`src/rtl/izh_array_if.sv`:
```
// Bus bundle for izh_array: sweep handshake, per-channel inputs, spike and
// membrane readback. The neuron core takes the slave side.
interface izh_array_if #(
   parameter int CHANNELS = 4,
   parameter int WIDTH    = 16,
   parameter int CUR_W    = 8
) ();
   localparam int SEL_W = $clog2(CHANNELS);

   logic                      step;
   logic [CHANNELS*CUR_W-1:0] current;
   logic [2*CHANNELS-1:0]     mode;
   logic [SEL_W-1:0]          rd_sel;
   logic                      busy;
   logic                      done;
   logic [CHANNELS-1:0]       spike;
   logic signed [WIDTH-1:0]   rd_v;

   modport master (
      output step, current, mode, rd_sel,
      input  busy, done, spike, rd_v
   );

   modport slave (
      input  step, current, mode, rd_sel,
      output busy, done, spike, rd_v
   );
endinterface

```
`src/rtl/izh_array.sv`:
```
// Time-multiplexed Izhikevich neuron array. One shared update datapath walks
// the channels one per clock after each accepted step; v/u live in small
// per-channel register banks and saturate to the signed WIDTH range.
//
//   state  | meaning
//   -------+-----------------------------------------------------------
//   S_IDLE | waiting for step; spike vector holds last sweep's result
//   S_RUN  | updating channel idx, one channel per clock
module izh_array #(
   parameter int CHANNELS = 4,
   parameter int WIDTH    = 16,
   parameter int CUR_W    = 8,
   parameter int DT_SHIFT = 1,
   parameter int VPEAK    = 30
) (
   input logic         clk,
   input logic         reset,
   izh_array_if.slave  bus
);
   localparam int IW    = 2*WIDTH + 4;
   localparam int SEL_W = $clog2(CHANNELS);
   localparam int B_SH  = 2;

   localparam logic signed [WIDTH-1:0] V_RST = WIDTH'(-65);
   localparam logic signed [WIDTH-1:0] U_RST = WIDTH'(-17);

   localparam logic signed [IW-1:0] SAT_MAX = {{(IW-WIDTH+1){1'b0}}, {(WIDTH-1){1'b1}}};
   localparam logic signed [IW-1:0] SAT_MIN = {{(IW-WIDTH+1){1'b1}}, {(WIDTH-1){1'b0}}};
   localparam logic signed [IW-1:0] K140    = IW'(140);
   localparam logic signed [IW-1:0] VPEAK_X = IW'(VPEAK);

   localparam logic signed [IW-1:0] C_RS = IW'(-65);
   localparam logic signed [IW-1:0] C_IB = IW'(-55);
   localparam logic signed [IW-1:0] C_CH = IW'(-50);
   localparam logic signed [IW-1:0] D_8  = IW'(8);
   localparam logic signed [IW-1:0] D_4  = IW'(4);
   localparam logic signed [IW-1:0] D_2  = IW'(2);

   typedef enum logic {S_IDLE, S_RUN} state_t;

   state_t                    state;
   logic [SEL_W-1:0]          idx;
   logic [CHANNELS*CUR_W-1:0] cur_bank;
   logic [2*CHANNELS-1:0]     mode_bank;
   logic signed [WIDTH-1:0]   v_mem [CHANNELS];
   logic signed [WIDTH-1:0]   u_mem [CHANNELS];
   logic                      busy_q;
   logic                      done_q;
   logic [CHANNELS-1:0]       spike_q;
   logic signed [WIDTH-1:0]   rd_v_q;

   logic signed [WIDTH-1:0]   v_old;
   logic signed [WIDTH-1:0]   u_old;
   logic [CUR_W-1:0]          i_cur;
   logic [1:0]                m_cur;
   logic signed [IW-1:0]      vx;
   logic signed [IW-1:0]      ux;
   logic signed [IW-1:0]      ix;
   logic signed [IW-1:0]      sq;
   logic signed [IW-1:0]      dv;
   logic signed [IW-1:0]      v_nx;
   logic signed [IW-1:0]      u_nx;
   logic signed [IW-1:0]      u_fire;
   logic signed [IW-1:0]      c_val;
   logic signed [IW-1:0]      d_val;
   logic [2:0]                a_sh;
   logic                      fire;
   logic signed [WIDTH-1:0]   v_st;
   logic signed [WIDTH-1:0]   u_st;

   function automatic logic signed [WIDTH-1:0] sat(input logic signed [IW-1:0] x);
      if (x > SAT_MAX) return SAT_MAX[WIDTH-1:0];
      if (x < SAT_MIN) return SAT_MIN[WIDTH-1:0];
      return x[WIDTH-1:0];
   endfunction

   // Shared neuron update for the channel selected by idx, from its old v/u.
   always_comb begin
      v_old = v_mem[idx];
      u_old = u_mem[idx];
      i_cur = cur_bank[int'(idx)*CUR_W +: CUR_W];
      m_cur = mode_bank[int'(idx)*2 +: 2];

      vx = {{(IW-WIDTH){v_old[WIDTH-1]}}, v_old};
      ux = {{(IW-WIDTH){u_old[WIDTH-1]}}, u_old};
      ix = {{(IW-CUR_W){1'b0}}, i_cur};

      a_sh  = 3'd6;
      c_val = C_RS;
      d_val = D_8;
      case (m_cur)
         2'd0: begin a_sh = 3'd6; c_val = C_RS; d_val = D_8; end
         2'd1: begin a_sh = 3'd6; c_val = C_IB; d_val = D_4; end
         2'd2: begin a_sh = 3'd6; c_val = C_CH; d_val = D_2; end
         2'd3: begin a_sh = 3'd3; c_val = C_RS; d_val = D_2; end
      endcase

      sq     = vx * vx;
      dv     = (sq >>> 5) + vx + (vx <<< 2) + K140 - ux + ix;
      v_nx   = vx + (dv >>> DT_SHIFT);
      u_nx   = ux + (((vx >>> B_SH) - ux) >>> a_sh);
      u_fire = u_nx + d_val;
      fire   = (v_nx >= VPEAK_X);

      v_st = fire ? c_val[WIDTH-1:0] : sat(v_nx);
      u_st = fire ? sat(u_fire) : sat(u_nx);
   end

   // Sweep sequencer: snapshot inputs on step, write one channel per clock.
   always_ff @(posedge clk) begin
      if (reset) begin
         state     <= S_IDLE;
         idx       <= '0;
         cur_bank  <= '0;
         mode_bank <= '0;
         busy_q    <= 1'b0;
         done_q    <= 1'b0;
         spike_q   <= '0;
         for (int k = 0; k < CHANNELS; k++) begin
            v_mem[k] <= V_RST;
            u_mem[k] <= U_RST;
         end
      end else begin
         done_q <= 1'b0;
         case (state)
            S_IDLE: begin
               if (bus.step) begin
                  cur_bank  <= bus.current;
                  mode_bank <= bus.mode;
                  spike_q   <= '0;
                  idx       <= '0;
                  busy_q    <= 1'b1;
                  state     <= S_RUN;
               end
            end
            S_RUN: begin
               v_mem[idx] <= v_st;
               u_mem[idx] <= u_st;
               if (fire) spike_q[idx] <= 1'b1;
               if (idx == SEL_W'(CHANNELS-1)) begin
                  busy_q <= 1'b0;
                  done_q <= 1'b1;
                  state  <= S_IDLE;
               end else begin
                  idx <= idx + SEL_W'(1);
               end
            end
            default: state <= S_IDLE;
         endcase
      end
   end

   // Registered membrane readback; out-of-range selects read as zero.
   always_ff @(posedge clk) begin
      if (reset) begin
         rd_v_q <= '0;
      end else if (int'(bus.rd_sel) < CHANNELS) begin
         rd_v_q <= v_mem[bus.rd_sel];
      end else begin
         rd_v_q <= '0;
      end
   end

   assign bus.busy  = busy_q;
   assign bus.done  = done_q;
   assign bus.spike = spike_q;
   assign bus.rd_v  = rd_v_q;
endmodule

```
`src/flat_wrapper.sv`:
```
// flat-port wrapper written by rule: the top's interface ports become plain ports
module izh_array_flat 
#(
   parameter int CHANNELS = 4,
   parameter int WIDTH    = 16,
   parameter int CUR_W    = 8,
   parameter int DT_SHIFT = 1,
   parameter int VPEAK    = 30
)
  (clk, reset, bus_step, bus_current, bus_mode, bus_rd_sel, bus_busy, bus_done, bus_spike, bus_rd_v);
  izh_array_if #(.CHANNELS(CHANNELS), .WIDTH(WIDTH), .CUR_W(CUR_W)) bus_i ();
  input logic clk;
  input logic reset;
  input wire logic [$bits(bus_i.step)-1:0] bus_step;
  input wire logic [$bits(bus_i.current)-1:0] bus_current;
  input wire logic [$bits(bus_i.mode)-1:0] bus_mode;
  input wire logic [$bits(bus_i.rd_sel)-1:0] bus_rd_sel;
  output wire logic [$bits(bus_i.busy)-1:0] bus_busy;
  output wire logic [$bits(bus_i.done)-1:0] bus_done;
  output wire logic [$bits(bus_i.spike)-1:0] bus_spike;
  output wire logic [$bits(bus_i.rd_v)-1:0] bus_rd_v;
  assign bus_i.step = bus_step;
  assign bus_i.current = bus_current;
  assign bus_i.mode = bus_mode;
  assign bus_i.rd_sel = bus_rd_sel;
  assign bus_busy = bus_i.busy;
  assign bus_done = bus_i.done;
  assign bus_spike = bus_i.spike;
  assign bus_rd_v = bus_i.rd_v;
  izh_array #(.CHANNELS(CHANNELS), .WIDTH(WIDTH), .CUR_W(CUR_W), .DT_SHIFT(DT_SHIFT), .VPEAK(VPEAK)) u_core (.clk(clk), .reset(reset), .bus(bus_i));
endmodule
```
`config.mk`:
```
export PLATFORM = sky130hd
export DESIGN_NAME = izh_array_flat
export DESIGN_NICKNAME = d
export VERILOG_FILES = /design/src/rtl/izh_array_if.sv /design/src/rtl/izh_array.sv /design/src/flat_wrapper.sv
export SDC_FILE = /design/constraint.sdc
export NUM_CORES = 1
export LEC_CHECK = 0
export CAP_MARGIN = 5
export CORE_ASPECT_RATIO = 1.25
export CORE_MARGIN = 2
export CORE_UTILIZATION = 59
export CTS_CLUSTER_SIZE = 30
export DETAILED_ROUTE_END_ITERATION = 8
export PLACE_DENSITY = 0.8
export SLEW_MARGIN = 20
export SYNTH_ARGS = -nofsm -noshare
export SYNTH_HDL_FRONTEND = slang
export SYNTH_SLANG_ARGS = --single-unit
```
`constraint.sdc`:
```
create_clock -name clk -period 14.9 [get_ports clk]
set_clock_uncertainty 0.05 [all_clocks]
set_input_delay 2.98 -clock clk [delete_from_list [all_inputs] [get_ports clk]]
set_output_delay 2.98 -clock clk [all_outputs]
set_load 0.01 [all_outputs]
```
# After elaboration in Yosys (flattened, before gate mapping)
# Memory sizes are Yosys's and may differ from the RTL's. A register that Yosys moved wholly into a read port is not among the register bits.
# Index checks and enable logic that the tools add are counted.
# classes
n_bitwise	2
n_shift	3
add_sub_neg	10
multipliers	1
n_mux	56
reduce_logical	12
n_eq_ne	8
n_lt_le_gt_ge	9
# ops
cell	n
$mux 16	16
$gt 36x16->1 const B	3
$lt 36x16->1 const B	3
$pmux 36 s3	1
$pmux 16 s3	1
$add 16x35->36	1
$add 16x36->36	1
$add 36x36->36	1
$add 36x9->36	1
$add 36x9->36 const B	1
$ge 36x6->1 const B	1
$sshr 36x3->36	1
$sub 36x16->36	1
$mul 16x16->32	1
$reduce_or 16->1	2
$shiftx 32x6->8	1
$add 28x18->29	1
$add 27x16->28	1
$mux 1	22
$sub 14x16->17	1
$mux 2	8
$mux 4	2
$ne 2x2->1 const B	4
$pmux 4 s2	1
17 further kinds	25
# totals
ramBits	128
word_cells	110
n_memories	2
ff_bits	49
# memory_table
memory	words	width	rd	rd_ports_with_merged_regs	write_ports	line_no	source
u_core.u_mem	4	16	1	1	4	izh_array.sv:46	logic signed [WIDTH-1:0] u_mem [CHANNELS];
u_core.v_mem	4	16	2	2	4	izh_array.sv:45	logic signed [WIDTH-1:0] v_mem [CHANNELS];

# Longest topological paths before layout
# Gate-level depths: netlist of the first run.
# logic_depth
word_depth	14
ltp_mapped	65

# Least setup slack after synthesis of the first run
# Ideal clock, no wire load.
# synth_timing
kind	register -> register
start	reg with a tool-made name
end	mem u_core.u_mem[0][3] (data pin)
arrival_time_ns	14.514
required_ns	14.580
setup_slack_ns	0.067
synth_period_minus_slack_ns	14.833
path_buffers	5
setup_ns	0.270
path_stages_with_launch	59
path_cell_list	dfxtp_1 buf_2 buf_1 clkbuf_1 mux2i_1 nand2_1 o21ai_1 clkinv_1 nand2_1 inv_1 fa_1 inv_1 fa_1 fa_1 inv_1 fa_1 fa_1 inv_1 [23 not listed] ha_1 nand3_1 or4b_2 and3b_1 xnor2_1 ha_1 clkbuf_1 nor2b_1 o21a_1 o221a_2 a21o_1 a311o_1 nand3b_1 nor4_2 a31oi_1 clkbuf_1 a211oi_1 o21ai_1
# synth_lines
element	line_no
end, declared	izh_array.sv:46

==> flow_summary.ini, run 1 <==
[yosys]
synth.distinct_cells = 89
synth_cells = 2849
synth_edf_count = 128
synth_top_cell_area_share = 0.204
synthesis.nets = 3444
yosys.area.top_type = fa_1
ys.flop_type = edfxtp_1
async_flop_share = 0
synth_seq_cells = 195
ys_seq_area_frac = 0.198
synth.avg_cell_area_um2 = 9.18
yosys_warnings = 0
synth_area_mm2 = 0.0262
synth_area_leaders = fa_1 20%, edfxtp_1 15%, ha_1 14%

[sta]
slew_viol_final = 0
hold_ws_ns = 0.408
period_minus_slack_ns = 14.44
finalSetupViolCount = 0
hold_viol = 0
tightest_slew_ns = 1.21
fmax_ghz = 0.0693
fin_crit_sh = 0.969
slew_headroom = 0.191

[worst_setup_path]
crit_path_end_kind = register
critical_path.most_common_cell = fa_1
critical_path_required_ns = 15.01
crit_slowest_cell = or4b_2
cpPeakStageDelay_ns = 0.64
worstRegToRegCells = 61
crit_type = reg -> reg
crit_arrival_ns = 14.55
start_kind = register
cp_max_fo = 8

[clocking]
clock_tree.htree_level_count = 4
cts_buffer_depth = 2
cts-buffers-inserted = 17
cts-root-buf = clkbuf_16
clkTransAtPathRegs_ns = 0.07
cts.sinks = 195
cts_tree = done
cts_hold_buf = 0
clock_latency_ns = 0.46

[floorplan]
initial_utilization = 0.596
io_pins = 67
die_width_um = 192
fp.dieH_um = 239
core_area_mm2 = 0.0439
die_area_mm2 = 0.0461
num_rows = 86

[routing]
wirelength_mm = 73.3
drc = 0
drt_iter0_drc = 1834
post_drt_wl_per_cell_um = 20.7
dr.pass1.iters = 6
viasPerCell = 6.17
ant_nets = 0
dr_total_vias = 21800

[cells_and_area]
final_util = 0.668
design.final.nets = 3549
multi_input_area_mm2 = 0.0196
drive_gt1_frac = 0.123
synthToLayoutAreaGrowth_pct = 12.1
num_antenna_cells = 0
layout.area.seq_mm2 = 0.00519
fill_cells = 3478

[global_route]
grt_max_degree = 71
grt_pass1_wl_mm = 114
grt_usage = 0.318
overflow = 0
grt_pass1_vias = 22600
antenna_found_initial = 0

[min_path]
holdCritPathClass = reg -> reg
whs_path_depth = 2

[place]
port_buffers = 66
gp_congestion = 0.930
post-dp-hpwl_mm = 57.0

[job]
cap_violations = 0

[run_status]
status = finished, final reports clean
cells by family after synthesis:
kind of cell             Yosys count  share of synthesized area
AO/OA/AOI/OAI                    573                      0.148
XOR/XNOR                         128                     0.0428
adder cells (fa/ha/maj)          550                      0.339
buffers and inverters            533                     0.0776
flip-flops                       195                      0.198
multiplexers                      92                     0.0570
AND/OR/NAND/NOR                  778                      0.137
routing by layer:
layer / up-vias / global-route usage / part of all wire
met2: 957 / 0.566 / 0.52
met5: - / 0 / 0
met4: 0 / 0.158 / 0.049
met3: 238 / 0.0394 / 0.065
met1: 10700 / 0.377 / 0.36
li1: 9941 / - / -
final timing paths:
path | startpoint | to | slack, ns
setup / recovery | register | u_core.v_mem[0][5] | 0.46
setup reg to reg | register | u_core.v_mem[0][5] | 0.46
hold / removal | u_core.cur_bank[8] | u_core.cur_bank[8] | 0.41
hold reg to reg | u_core.cur_bank[8] | u_core.cur_bank[8] | 0.41
final cells by class:
| class | instances | area share |
|---|---|---|
| Multi-Input combinational cell | 2123 | 0.668 |
| Sequential cell | 195 | 0.177 |
| Inverter | 445 | 0.0573 |
| Timing Repair Buffer | 172 | 0.0532 |
| Tap cell | 572 | 0.0244 |
| Clock buffer | 19 | 0.0151 |
| Clock inverter | 13 | 0.00448 |
Yosys cell counts (14+ instances only):
library cell / instances
a211oi_1: 38
a21o_1: 51
a21oi_1: 130
a31oi_1: 23
and2_1: 16
and3_1: 16
clkbuf_1: 73
dfxtp_1: 67
edfxtp_1: 128
fa_1: 266
ha_1: 284
inv_1: 438
mux2_2: 26
mux2i_1: 23
mux4_2: 43
nand2_1: 298
nand2b_1: 18
nand3_1: 53
nand4_1: 30
nor2_1: 196
nor2b_1: 39
nor3_1: 51
o211ai_1: 20
o21a_1: 26
o21ai_0: 99
o21ai_1: 55
or2_2: 14
xnor2_1: 89
xor2_1: 39
placed cells by master (no fill, tap or decap), types with 43 or more instances in the layout:
| master | n |
|---|---|
| a21o_1 | 50 |
| a21oi_1 | 122 |
| buf_4 | 90 |
| clkdlybuf4s50_1 | 65 |
| dfxtp_1 | 65 |
| edfxtp_1 | 128 |
| fa_1 | 266 |
| ha_1 | 276 |
| inv_1 | 432 |
| mux4_2 | 43 |
| nand2_1 | 295 |
| nand3_1 | 51 |
| nor2_1 | 191 |
| o21ai_0 | 88 |
| o21ai_1 | 53 |
| xnor2_1 | 87 |
sequential cells by signal (all words and copies together) (netlist names), named ones only:
| signal | cells |
|---|---|
| u_core.bus.busy | 1 |
| u_core.cur_bank | 32 |
| u_core.state | 1 |
| u_core.bus.done | 1 |
| u_core.bus.spike | 4 |
| u_core.mode_bank | 8 |
| u_core.bus.rd_v | 16 |
| u_core.v_mem | 64 |
| u_core.u_mem | 64 |
| u_core.idx | 2 |
timing repair:
action,CTS,global route
resized for setup,12,137
cloned,1,2
endpoints found under the setup margin,46,132
buffers inserted,1,25
pin swaps,2,19
critical path, delay by kind of cell (launching register included):
kind / cells / cell delay (ns)
fa+ha+maj: 13 / 5.54
simple gates: 19 / 3.52
compound gates: 13 / 2.52
buf+inv: 14 / 1.72
flops: 1 / 0.41
mux: 1 / 0.20
xor+xnor: 1 / 0.14
per-stage QoR:
| stage | setup TNS [ns] | std cells | setup WS, ns | area (um2) |
|---|---|---|---|---|
| floorplan | 0 | 2849 | 0.0666 | 26200 |
| global placement | 0 | 3478 | 0.214 | 27800 |
| detailed placement | -0.462 | 3478 | -0.0880 | 27800 |
| CTS | 0 | 3512 | 0.00370 | 28500 |
| global route | -6.32 | 3539 | -0.167 | 29300 |
| finish | 0 | 3539 | 0.461 | 29300 |
Power of run 1 is not shown: default switching activity piles up to over one toggle a cycle in this logic, so the estimate is an artifact.
==> run 2, diff against run 1 <==
- GPL_ROUTABILITY_DRIVEN: unset -> 1
==> results of run 2 <==
The final DEF is identical to that of run 1; final timing and power are the same.
Power of run 2 is left out for the same reason.
